<file path="src/rtl/arith_op_scheduler.sv">
`default_nettype none
// ============================================================================
// Module      : arith_op_scheduler
// Description : Round-robin scheduler sharing one registered arithmetic unit
//               between two requesters. Latches the winning operation, pulses
//               the unit enable for one cycle, captures the registered result
//               and returns it on a shared, id-tagged response bus.
// Revision    : 1.0 - initial release
// ============================================================================
module arith_op_scheduler #(
    parameter int Width    = 16,
    parameter int CntWidth = 16
) (
    input  logic                CLK,
    input  logic                RST,

    input  logic                req0_valid,
    output logic                req0_ready,
    input  logic [Width-1:0]    req0_A,
    input  logic [Width-1:0]    req0_B,
    input  logic [1:0]          req0_FUN,

    input  logic                req1_valid,
    output logic                req1_ready,
    input  logic [Width-1:0]    req1_A,
    input  logic [Width-1:0]    req1_B,
    input  logic [1:0]          req1_FUN,

    output logic [Width-1:0]    alu_A,
    output logic [Width-1:0]    alu_B,
    output logic [1:0]          alu_FUN,
    output logic                alu_Arith_Enable,
    input  logic [Width-1:0]    alu_Arith_OUT,
    input  logic                alu_Carry_OUT,
    input  logic                alu_Arith_Flag,

    output logic                rsp_valid,
    output logic                rsp_id,
    output logic [Width-1:0]    rsp_data,
    output logic                rsp_carry,
    output logic                rsp_err,

    output logic                busy,
    output logic [CntWidth-1:0] ops_done
);

    localparam logic [1:0] ST_IDLE  = 2'd0;
    localparam logic [1:0] ST_ISSUE = 2'd1;
    localparam logic [1:0] ST_WAIT  = 2'd2;

    localparam logic [1:0] FUN_ADD  = 2'b00;
    localparam logic [1:0] FUN_DIV  = 2'b11;

    localparam logic [CntWidth-1:0] CNT_ONE = {{(CntWidth-1){1'b0}}, 1'b1};
    localparam logic [CntWidth-1:0] CNT_MAX = {CntWidth{1'b1}};

    logic [1:0]       state;
    logic [1:0]       state_next;
    logic             last_grant;
    logic             op_id;

    logic             accept;
    logic             win_id;
    logic [Width-1:0] win_a;
    logic [Width-1:0] win_b;
    logic [1:0]       win_fun;
    logic             div_zero;
    logic             rsp_fire;

    // Winning operation selection: only one ready can be high, so ready1 picks the source
    always_comb begin
        accept   = (req0_valid & req0_ready) | (req1_valid & req1_ready);
        win_id   = req1_ready;
        win_a    = req1_ready ? req1_A   : req0_A;
        win_b    = req1_ready ? req1_B   : req0_B;
        win_fun  = req1_ready ? req1_FUN : req0_FUN;
        div_zero = (win_fun == FUN_DIV) && (win_b == '0);
        rsp_fire = (accept & div_zero) | (state == ST_WAIT);
    end

    // State register
    always_ff @(posedge CLK or negedge RST) begin
        if (!RST) begin
            state <= ST_IDLE;
        end else begin
            state <= state_next;
        end
    end

    // Next-state logic: divide-by-zero is answered directly from IDLE
    always_comb begin
        state_next = state;
        case (state)
            ST_IDLE:  if (accept && !div_zero) state_next = ST_ISSUE;
            ST_ISSUE: state_next = ST_WAIT;
            ST_WAIT:  state_next = ST_IDLE;
            default:  state_next = ST_IDLE;
        endcase
    end

    // Output logic: round-robin readiness in IDLE, unit enable in ISSUE
    always_comb begin
        req0_ready       = 1'b0;
        req1_ready       = 1'b0;
        alu_Arith_Enable = 1'b0;
        busy             = 1'b0;
        case (state)
            ST_IDLE: begin
                req0_ready = req0_valid & (~req1_valid | last_grant);
                req1_ready = req1_valid & (~req0_valid | ~last_grant);
            end
            ST_ISSUE: begin
                alu_Arith_Enable = 1'b1;
                busy             = 1'b1;
            end
            ST_WAIT: begin
                busy = 1'b1;
            end
            default: begin
                busy = 1'b0;
            end
        endcase
    end

    // Operation latch: operands/opcode/id captured on handshake and held through WAIT
    always_ff @(posedge CLK or negedge RST) begin
        if (!RST) begin
            alu_A      <= '0;
            alu_B      <= '0;
            alu_FUN    <= 2'b00;
            op_id      <= 1'b0;
            last_grant <= 1'b1;
        end else if (accept) begin
            alu_A      <= win_a;
            alu_B      <= win_b;
            alu_FUN    <= win_fun;
            op_id      <= win_id;
            last_grant <= win_id;
        end
    end

    // Response register: one-cycle valid pulse, payload held until the next response
    always_ff @(posedge CLK or negedge RST) begin
        if (!RST) begin
            rsp_valid <= 1'b0;
            rsp_id    <= 1'b0;
            rsp_data  <= '0;
            rsp_carry <= 1'b0;
            rsp_err   <= 1'b0;
        end else begin
            rsp_valid <= 1'b0;
            if (accept && div_zero) begin
                rsp_valid <= 1'b1;
                rsp_id    <= win_id;
                rsp_data  <= '0;
                rsp_carry <= 1'b0;
                rsp_err   <= 1'b1;
            end else if (state == ST_WAIT) begin
                rsp_valid <= 1'b1;
                rsp_id    <= op_id;
                rsp_data  <= alu_Arith_OUT;
                rsp_carry <= (alu_FUN == FUN_ADD) ? alu_Carry_OUT : 1'b0;
                rsp_err   <= ~alu_Arith_Flag;
            end
        end
    end

    // Completed-response counter, saturating at all-ones
    always_ff @(posedge CLK or negedge RST) begin
        if (!RST) begin
            ops_done <= '0;
        end else if (rsp_fire && (ops_done != CNT_MAX)) begin
            ops_done <= ops_done + CNT_ONE;
        end
    end

endmodule
`default_nettype wire

</file>
<file path="config.mk">
export PLATFORM = sky130hd
export DESIGN_NAME = arith_op_scheduler
export DESIGN_NICKNAME = d
export VERILOG_FILES = /design/src/rtl/arith_op_scheduler.sv
export SDC_FILE = /design/constraint.sdc
export NUM_CORES = 1
export LEC_CHECK = 0
export CORE_ASPECT_RATIO = 1.4
export CORE_MARGIN = 1.5
export CORE_UTILIZATION = 45
export DETAILED_ROUTE_END_ITERATION = 7
export PLACE_DENSITY = 0.9
export SYNTH_ARGS = -nofsm -noshare
export SYNTH_HDL_FRONTEND = slang
export SYNTH_SLANG_ARGS = --single-unit
export TNS_END_PERCENT = 5
</file>
<file path="constraint.sdc">
create_clock -name CLK -period 3.8 [get_ports CLK]
set_clock_uncertainty 0.2 [all_clocks]
set_input_delay 0.76 -clock CLK [delete_from_list [all_inputs] [get_ports CLK]]
set_output_delay 0.76 -clock CLK [all_outputs]
set_load 0.01 [all_outputs]
</file>
; Word-level counts from Yosys, hierarchy flattened
; Index checks and enable logic that the tools add are counted.
[totals]
register_bits = 74
output_inout_bits = 74
wordCells = 61
[op_classes]
add_sub_neg = 1
n_eq_ne = 5
mux = 20
bitwise_logic = 13
n_reduce_logical = 10
[op_table]
columns = cell, count
row1 = 16-bit 2-to-1 mux, 4
row2 = "16-bit by 1-bit adder with 16-bit output, second input constant", 1
row3 = 16-bit logical NOT, 1
row4 = "16-bit != test, second input constant", 1
row5 = 1-bit 2-to-1 mux, 13
row6 = 1-bit AND, 5
row7 = "2-bit equality test, second input constant", 2
row8 = 1-bit logical AND, 4
row9 = 2-bit logical NOT, 2
row10 = 2-bit 2-to-1 mux, 2
row11 = 1-bit NOT, 4
row12 = 1-bit OR, 4
row13 = 2-bit case mux with 2 select lines, 1
row14 = "2-bit by 1-bit equality test with 1-bit output, second input constant", 1
row15 = "2-bit != test, second input constant", 1
row16 = 2-bit nonzero test, 1
row17 = 2-bit OR reduction, 1
row18 = 1-bit logical NOT, 1

; Longest topological paths before layout
[logic_depth]
word_depth = 11
ltp_mapped = 9
ltp_nobuf = 9

; Worst setup path before layout
; OpenSTA, ideal clock, no wires.
[synth_path]
path_kind = input-to-output
startpoint = input req0_valid
endpoint = output req1_ready
arrival_ns = 1.758
required_ns = 2.840
path_slack_ns = 1.082
cell_stages = 5
n_path_buf = 2
path_cell_list = and2_1 > or2_2 > clkbuf_1 > buf_2 > inv_1
[synth_via]
elab_chain_len = 4
[synth_lines]
columns = item, line
row1 = start: declaration, 17  ; input logic req0_valid,
row2 = 1-bit NOT, 110  ; req1_ready = req1_valid & (~req0_valid | ~last_grant);
row3 = 1-bit OR, 110
row4 = 1-bit AND, 110
row5 = 1-bit 2-to-1 mux, 107  ; case (state)
row6 = end: declaration, 24  ; output logic req1_ready,
; Every way passes these cells.

; Worst setup path after layout
[layout_path]
startpoint = input req1_valid
endpoint = register ops_done[14]
[layout_via]
elab_chain_len = 9
[layout_lines]
columns = item, line
row1 = start: declaration, 23  ; input logic req1_valid,
row2 = branches (longest 6 deep; another with 16-bit 2-to-1 mux), --
row3 = 1-bit AND (*), 78  ; rsp_fire = (accept & div_zero) | (state == ST_WAIT);
row4 = 1-bit OR (*), 78
row5 = named net rsp_fire, 68  ; logic rsp_fire;
row6 = 1-bit logical AND (*), 172  ; end else if (rsp_fire && (ops_done != CNT_MAX)) begin
row7 = end signal: assignment, 173  ; ops_done <= ops_done + CNT_ONE;
row8 = end: declaration, 44  ; output logic [CntWidth-1:0] ops_done
; Mark *: on every way through the listed nets, which the timed path passes.
; A chain may end at the register's enable or synchronous reset.

==> results.tsv <==
metric	value	unit
top cells by area, synth	dfrtp_1 (52%), mux2i_1 (15%), o21ai_0 (5.9%), nand2_1 (5.5%), nor2_1 (2.7%)	
post-DP HPWL	7399	um
WP data required	3.84	ns
post-CTS resize count	0	
pin count of the biggest net entering global routing	75	
total core area	7453	um2
Crit Reg-Reg Endpoint	ops_done[14]	
final setup vio count	0	
drt total wl	9814	um
DR DRC count	0	
Worst EP arrival	3.39	ns
Filler Cells Inserted	566	
RSZ-0062 raised after global routing	no	
total length of routed met3 wires	570	um
Sink Count	74	
Post-CTS Hold Fix Bufs	0	
fin crit share	0.8815	
reg2reg path depth	9	
Peak VDD IR	0.4424	mV
postcts setup bufs	0	
number of core rows	37	
Ports	164	
post-layout util	0.7264	
Hold Path Sink	alu_A[5]	
relative slew slack	0.3476	
ys flop type	dfrtp_1	
fraction of registers with async set or reset after synthesis	1.000	
Ant. Diodes	0	
Crit Path Class	in -> reg	
Mapped Nets	431	
Critical Path Source Type	input pin	
Synth cell types	40	
CTS clk-pin slew, worst paths	0.08	ns
Worst Path Max Fanout	14	
DIE AREA	8325	um2
ANT nets after route	0	
clock latency on the worst-skew pair	0.35	ns
RR Startpoint	state[0]	
synthesis-stage register bit count	74	
status	finished, final reports clean	
final slew viol count	0	
drt wl/cell	16.33	um
vias in the first global route	3335	
EDFF count, synth	0	
worst hold-check path type	reg -> reg	
1st-iter DRT viols	134	
Max Cap Viol	0	
Lkg Pwr	2.446	nW
M1 WL	3552	um
Final Non-Filler Cells	601	
first-pass GRT wire length	15740	um
commonest non-fill, non-tap cells in the layout	clkdlybuf4s50_1 (162), dfrtp_1 (73), nand2_1 (51), mux2i_1 (51), o21ai_0 (41)	
share of cells above drive strength 1	0.06349	
sequential share of the synthesized area	0.5293	
min Tclk post-route	3.350	ns
Area Growth Syn to Fin	54.65	%
Place WS	0.1148	ns
clock buffer count from CTS	9	
share of the synthesized area in the top cell type	0.5218	
Synth Instances	336	
Die Y	107.4	um
Hold Crit Start	alu_A[5]	
GPL Wtd Cong	0.8588	
Syn. warnings	0	
footprint of the multi-input gates	1562	um2
clk buf depth	2	
power density cells	682.1	nW/um2
met2 WL	5360	um
CTS H-tree lvls	3	
Post-Syn Area	3501	um2
antenna violations before repair	0	
dpl cells	585	
fmax	298.5	MHz
most common cell after layout, fill and taps aside	clkdlybuf4s50_1	
setup_tns	0	ns
gr usage total	0.2468	
Storage cell area	1853	um2
gr ovfl total	0	
Avg Inst Size Synth	10.42	um2
vias per inst	5.295	
Hold WS	0.2807	ns
Fin. Hold Viols	0	
Highest Signal Layer	met4	
Initial Util	0.4697	
PortBufs	163	
Die X	77.55	um
hold depth	2	
Clock Tree Root	clkbuf_8	
internal reg-to-reg setup slack	0.60	ns
CTS tree	done	
CP Capture Type	register	
dominant cell type by area after synthesis	dfrtp_1	
final worst slack	0.4502	ns
slew of the pin with the lowest slew margin	0.9743	ns
1st-pass router iterations	4	
Final nets	594	
DR vias	3182	
==> state kept, by name (all words and copies together), names as in the netlist <==
name / cells
alu_A: 16
alu_B: 16
alu_FUN: 2
last_grant: 1
op_id: 1
ops_done: 16
rsp_carry: 1
rsp_data: 16
rsp_err: 1
rsp_id: 1
rsp_valid: 1
state: 2
==> through the flow <==
stage / area, um2 / power (mW)
after global routing: 5414 / 3.942
after detailed placement: 5229 / 3.132
after CTS: 5414 / 3.734
final: 5414 / 3.693
after global placement: 5229 / 3.074
after floorplan: 3501 / 2.164
==> cells in the mapped netlist (2+ instances only) <==
cell / n
nor3b_1: 2
dfrtp_1: 73
nor4_1: 4
ha_1: 5
clkbuf_1: 11
nor3_2: 2
nand2_1: 51
xor2_1: 9
o21ai_0: 41
a21oi_1: 3
mux2i_1: 51
nand3_1: 5
nor3_1: 10
nand2b_1: 3
buf_2: 3
mux2_2: 3
a31oi_1: 3
or3_1: 2
inv_1: 6
nor4b_1: 2
nand4_1: 4
nor2_1: 25
==> worst max-delay path, cell delays in order <==
cell             delay (ns)
clkdlybuf4s50_1        0.55
nand2_1                0.13
o21ai_0                0.32
nor3_1                 0.13
nor3b_2                0.80
inv_2                  0.19
nand4_1                0.16
mux2_2                 0.33
==> final cells by class <==
cell class,count,area share
multi-input cells,239,0.2884
flip-flops and latches,74,0.3423
inverters,7,0.004853
clock inverters,6,0.01063
clock buffers,10,0.02357
repair buffers,168,0.3078
well taps,97,0.02242
==> report_power, final <==
group / switching [mW] / internal [mW]
registers: 0.196 / 1.13
logic: 0.830 / 0.955
clock network: 0.287 / 0.299
total: 1.31 / 2.38
==> how the worst max path moves through the flow <==
stage	start	endpoint	slack (ns)	depth (start not counted)
after global placement	req1_valid	ops_done[14]	0.26	8
after detailed placement	req1_valid	ops_done[14]	0.11	8
after CTS	req1_valid	req1_ready	0.46	5
after global routing	req0_valid	ops_done[14]	0.27	8
final	req1_valid	ops_done[14]	0.45	8
after floorplan	req0_valid	req1_ready	1.08	5
==> cells by family (layout without fill, tap and decap cells) <==
logic type,count (synthesis),after routing,synth area share
AO/OA/AOI/OAI,52,52,0.07970
XOR/XNOR,9,9,0.02252
adder cells (fa/ha/maj),5,5,0.01787
buffers and inverters,23,191,0.02787
flip-flops,74,74,0.5293
multiplexers,54,54,0.1555
AND/OR/NAND/NOR,119,119,0.1673
==> routing by layer <==
layer,vias to the layer above,track usage
met1,1534,0.2580
met5,-,0
met4,0,0.1455
met2,130,0.4486
li1,1495,-
met3,23,0.05424
Note: power is estimated with default switching activity, not from simulation.
